===== config.mk =====
export PLATFORM = sky130hd
export DESIGN_NAME = systolic_skew_feeder
export DESIGN_NICKNAME = d
export VERILOG_FILES = /design/src/rtl/systolic_skew_feeder.sv
export SDC_FILE = /design/constraint.sdc
export NUM_CORES = 1
export LEC_CHECK = 0
export ABC_AREA = 1
export BUFFER_PORTS_ARGS = -buffer_cell sky130_fd_sc_hd__buf_4
export CORE_MARGIN = 2
export CORE_UTILIZATION = 40
export DETAILED_ROUTE_END_ITERATION = 10
export PLACE_DENSITY = 0.57
export SYNTH_ARGS = -nofsm -noshare
export SYNTH_HDL_FRONTEND = slang
export SYNTH_SLANG_ARGS = --single-unit

===== constraint.sdc =====
create_clock -name in_clk -period 29.2 [get_ports in_clk]
set_clock_uncertainty 0.2 [all_clocks]
set_input_delay 0 -clock in_clk [delete_from_list [all_inputs] [get_ports in_clk]]
set_output_delay 0 -clock in_clk [all_outputs]
set_load 0.01 [all_outputs]

===== src/rtl/systolic_skew_feeder.sv =====
// ============================================================================
// Module  : systolic_skew_feeder
// Brief   : West-edge input skew for the systolic PE grid. Lane r is delayed
//           by r+1 advancing cycles, with per-lane valid, ready/valid
//           backpressure and a drain FSM that pulses done on the last element.
//           Optional beat counter: define SKEW_FEEDER_STATS_EN.
// Revision: 1.0 - initial release
// ============================================================================
`default_nettype none

module systolic_skew_feeder #(
    parameter int ROW    = 9,
    parameter int DATA_W = 8
) (
    input  logic                  in_clk,
    input  logic                  in_rst_n,
    input  logic [ROW*DATA_W-1:0] in_west,
    input  logic                  in_valid,
    input  logic                  in_last,
    output logic                  in_ready,
    input  logic                  out_ready,
    output logic [ROW*DATA_W-1:0] out_west,
    output logic [ROW-1:0]        out_lane_valid,
    output logic                  out_done,
    output logic                  out_busy
`ifdef SKEW_FEEDER_STATS_EN
    ,
    output logic [15:0]           out_beat_cnt
`endif
);

    localparam logic [1:0] c_IDLE   = 2'd0;
    localparam logic [1:0] c_STREAM = 2'd1;
    localparam logic [1:0] c_DRAIN  = 2'd2;

    logic [1:0]     r_state;
    logic [1:0]     w_next_state;
    logic           w_adv;
    logic           w_accept;
    logic           w_done;
    logic [ROW-1:0] r_last;

    assign w_adv    = out_ready;
    assign in_ready = out_ready && (r_state != c_DRAIN);
    assign w_accept = in_valid && in_ready;

    // Each lane is its own chain of r+1 stages; the last stage drives the grid.
    for (genvar r = 0; r < ROW; r++) begin : g_lane
        logic [DATA_W-1:0] r_dat [0:r];
        logic              r_vld [0:r];

        always_ff @(posedge in_clk) begin
            if (!in_rst_n) begin
                for (int s = 0; s <= r; s++) begin
                    r_dat[s] <= '0;
                    r_vld[s] <= 1'b0;
                end
            end else if (w_adv) begin
                r_dat[0] <= w_accept ? in_west[r*DATA_W +: DATA_W] : '0;
                r_vld[0] <= w_accept;
                for (int s = 1; s <= r; s++) begin
                    r_dat[s] <= r_dat[s-1];
                    r_vld[s] <= r_vld[s-1];
                end
            end
        end

        assign out_west[r*DATA_W +: DATA_W] = r_dat[r];
        assign out_lane_valid[r]            = r_vld[r];
    end

    // Last tag travels alongside the bottom lane only.
    always_ff @(posedge in_clk) begin
        if (!in_rst_n) begin
            r_last <= '0;
        end else if (w_adv) begin
            r_last[0] <= w_accept && in_last;
            for (int s = 1; s < ROW; s++) begin
                r_last[s] <= r_last[s-1];
            end
        end
    end

    assign w_done   = out_lane_valid[ROW-1] && r_last[ROW-1] && (r_state == c_DRAIN);
    assign out_done = w_done;
    assign out_busy = (r_state != c_IDLE);

    always_ff @(posedge in_clk) begin
        if (!in_rst_n) begin
            r_state <= c_IDLE;
        end else begin
            r_state <= w_next_state;
        end
    end

    always_comb begin
        w_next_state = r_state;
        case (r_state)
            c_IDLE: begin
                if (w_accept) begin
                    w_next_state = in_last ? c_DRAIN : c_STREAM;
                end
            end
            c_STREAM: begin
                if (w_accept && in_last) begin
                    w_next_state = c_DRAIN;
                end
            end
            c_DRAIN: begin
                if (w_adv && w_done) begin
                    w_next_state = c_IDLE;
                end
            end
            default: w_next_state = c_IDLE;
        endcase
    end

`ifdef SKEW_FEEDER_STATS_EN
    logic [15:0] r_beat_cnt;

    // An accept in IDLE starts a new tile, so the count restarts at one.
    always_ff @(posedge in_clk) begin
        if (!in_rst_n) begin
            r_beat_cnt <= '0;
        end else if (w_accept) begin
            r_beat_cnt <= (r_state == c_IDLE) ? 16'd1 : r_beat_cnt + 16'd1;
        end
    end

    assign out_beat_cnt = r_beat_cnt;
`endif

endmodule

`default_nettype wire


==> metrics.log <==
INFO  metric routed-via-count = approximately 8.3k
INFO  metric setup_violators_final = 0
INFO  metric all_layer_global_routing_usage = between 10% and 20%
INFO  metric synth.yosys.warnings = 0
INFO  metric cts.htree.levels = 2
INFO  metric grt_antenna_before_repair = 0
INFO  metric core_area = 0.0386 mm²
INFO  metric rr_startpoint = r_state[0]
INFO  metric firstDrtPassIters = 4
INFO  metric floorplan.initialDensity = approximately two fifths
INFO  metric buffer_ports.inserted = 160
INFO  metric antenna_cells = 0
INFO  metric pwr_density = slightly below 70 mW/mm²
INFO  metric post_synth_instance_area = about 0.016 mm²
INFO  metric yosysSeqAreaShare = between 70% and 80%
INFO  metric grt_start_max_net_pins = 210
INFO  metric die_h = around 200 µm
INFO  metric gpl.final_weighted_congestion = between 0.7 and 0.8
INFO  metric power_leakage = between 8 and 9 nW
INFO  metric clock_latency = 0.54 ns
INFO  metric crit_fanout = between 80 and 90
INFO  metric outcome = finished clean
INFO  metric path_clk_slew = about 0.06 ns
INFO  metric drtIter0Drc = about 450
INFO  metric synth.ff_latch_count = approximately 400
INFO  metric maxCapViolations = 0
INFO  metric regToRegSetupSlack = around 27 ns
INFO  metric post-cts-setup-buffers = 0
INFO  metric setup_tns = 0 ns
INFO  metric clockBufferDepth = 3
INFO  metric netlist.top_cell.by_area = edfxtp_1
INFO  metric hold_violations = 0
INFO  metric grt_overflow_total = 0
INFO  metric cts-buffers-inserted = 44
INFO  metric synth.net_count = around 1.4k
INFO  metric placement_rows = roughly 70
INFO  metric critPathCaptureType = flop
INFO  metric cp_data_required_time = 29.25 ns
INFO  metric timing_max_transition_violations_final = 0
INFO  metric grt_first_pass_wirelength = approximately 39000 µm
INFO  metric cts.hold.buffers_added = 80
INFO  metric path_class = input port to flop
INFO  metric nFillCells = between 3k and 4k
INFO  metric synth_top_cell_area_share = between 70 and 80%
INFO  metric dp.final_hpwl = approximately 12000 µm
INFO  metric detail_route.vias_per_cell = a little over 4
INFO  metric timing.fmax = around 350 MHz
INFO  metric post_cts_resize_count = 0
INFO  metric first_global_vias = slightly below 8k
INFO  metric yosys.cell_types.count = 22
INFO  metric maximum_vdd_drop = between 30 and 40 µV
INFO  metric start_kind = input port
INFO  metric number_of_stages_on_the_worst_hold_path = 4
INFO  metric drtAntennaViolNets = 0
INFO  metric synth_enable_flop_cells = 377
INFO  metric synth-async-reset-ratio = 0%
INFO  metric boundaryPins = roughly 160
INFO  metric drive_gt1_share = roughly 17%
INFO  metric hold_path_class = input port to flop
INFO  metric rr_endpoint = r_state[0]
INFO  metric synthesis.instances = roughly 1.3k
INFO  metric r2r.worst_path.cells = 9
INFO  metric rsz_0062_raised_after_global_routing = no
INFO  metric postLayoutCellArea = slightly below 0.02 mm²
INFO  metric cp.arrival = 2.93 ns
INFO  metric post_dp_cell_area = about 0.017 mm²
INFO  metric cts-root-buf = clkbuf_16
INFO  metric routed_wire_length_per_instance = roughly 11 µm
INFO  metric tightest_slew = 1.10 ns
INFO  metric tritoncts_num_sinks = ~400
INFO  metric fin_hold_ws = a little over 0.09 ns
INFO  metric remaining_drc_errors = 0
INFO  metric part_of_the_cycle_the_worst_path_needs = approximately a tenth
INFO  metric totalPowerFinal = about 1.3 mW
INFO  metric most_instantiated_library_cell_after_synthesis = inv_1
INFO  metric ys_top_cells_by_count = 397 x inv_1, 377 x edfxtp_1, 333 x nor2_1
INFO  metric chipWidth = ~200 µm
INFO  metric post_route_wl = between 20000 and 25000 µm
INFO  metric worst_min_delay_path_startpoint = in_west[2]
INFO  metric hold_path_end = g_lane[0].r_dat[0][2]
INFO  metric layout-area-overhead-vs-synth = 23.0%
INFO  metric timing.slew.headroom = between 20% and 30%
INFO  metric synth.top_cells.by_area = edfxtp_1 72%, inv_1 9.5%, nor2_1 8.0%
INFO  metric nets = ~1.6k
INFO  metric period_minus_slack = 2.88 ns
INFO  metric ys.flop_type = edfxtp_1
INFO  metric cts_tree = built
INFO  metric synthesis.area_per_instance = between 10 and 15 µm²
INFO  metric dieArea = about 0.041 mm²
-- power breakdown --
part           switching (mW)  internal (mW)  total (mW)  leakage, nW
combinational          0.0414         0.0314      0.0728         3.21
clock                   0.220          0.349       0.569        0.733
sequential            0.00959          0.664       0.674         4.37
total                   0.271           1.04        1.32         8.32
-- flip-flops by register name, summed over array words and instances (netlist names) --
| register | flops |
|---|---|
| g_lane.r_dat | 360 |
| g_lane.r_vld | 30 |
| r_last | 9 |
| r_state | 2 |
-- stage by stage --
| stage | cells | setup WS (ns) | utilization [%] |
|---|---|---|---|
| floorplan | 1313 | 17.61 | - |
| global route | 2064 | 26.05 | 49.9 |
| finish | 2064 | 26.32 | 49.9 |
| CTS | 2064 | 26.30 | 49.9 |
| global placement | 1903 | 26.32 | 43.9 |
| detailed placement | 1903 | 26.28 | 43.9 |
-- logic make-up after synthesis --
logic type	synth area share, %
DFF	75.3
and+or+nand+nor	10.2
AOI/OAI and AO/OA	1.01
buffers and inverters	13.5
-- placed cells by master, fill, tap and decap left out, types with 4 or more instances in the layout --
cell / count
inv_1: 397
edfxtp_1: 377
nor2_1: 333
buf_4: 165
dlygate4sd3_1: 80
clkbuf_16: 47
nand2_1: 32
dfxtp_1: 24
o22ai_1: 18
nor2_4: 11
nor2_2: 10
clkinv_1: 9
clkbuf_1: 7
clkinv_2: 6
bufinv_16: 6
o21ai_0: 4
-- layout make-up --
cell class	count	area, µm²	area share (%)
multi-input combinational	419	1770	9.17
timing repair buffer	246	2060	10.7
sequential	401	11800	61.2
clock inverter	26	293	1.52
inverter	399	1500	7.78
clock buffer	55	1220	6.31
tap	518	648	3.36
-- routing by layer --
metal | vias to the layer above | global-route usage (%) | wire, µm
met4 | 0 | 4.73 | 630
met1 | 3807 | 16.0 | 11300
met2 | 141 | 17.7 | 10500
met3 | 55 | 2.82 | 1170
met5 | - | 0 | 0
li1 | 4320 | - | -
-- how the worst max path moves through the flow --
stage,start,slack [ns],to
after floorplan,out_ready,17.61,g_lane[0].r_dat[0][0]
after global placement,in_rst_n,26.32,g_lane[5].r_dat[1][6]
after detailed placement,in_rst_n,26.28,g_lane[7].r_dat[0][10]
after CTS,in_rst_n,26.30,g_lane[6].r_dat[4][3]
after global routing,in_rst_n,26.05,g_lane[7].r_dat[0][9]
final,in_rst_n,26.32,g_lane[6].r_dat[4][3]
-- worst max-delay path: stages --
cell and delay, ns:
dlygate4sd3_1 0.54, buf_4 0.27, nand2_4 0.45, buf_4 0.66, buf_4 0.80, nor2_1 0.10
No activity file was read; power rests on OpenSTA's default activity.
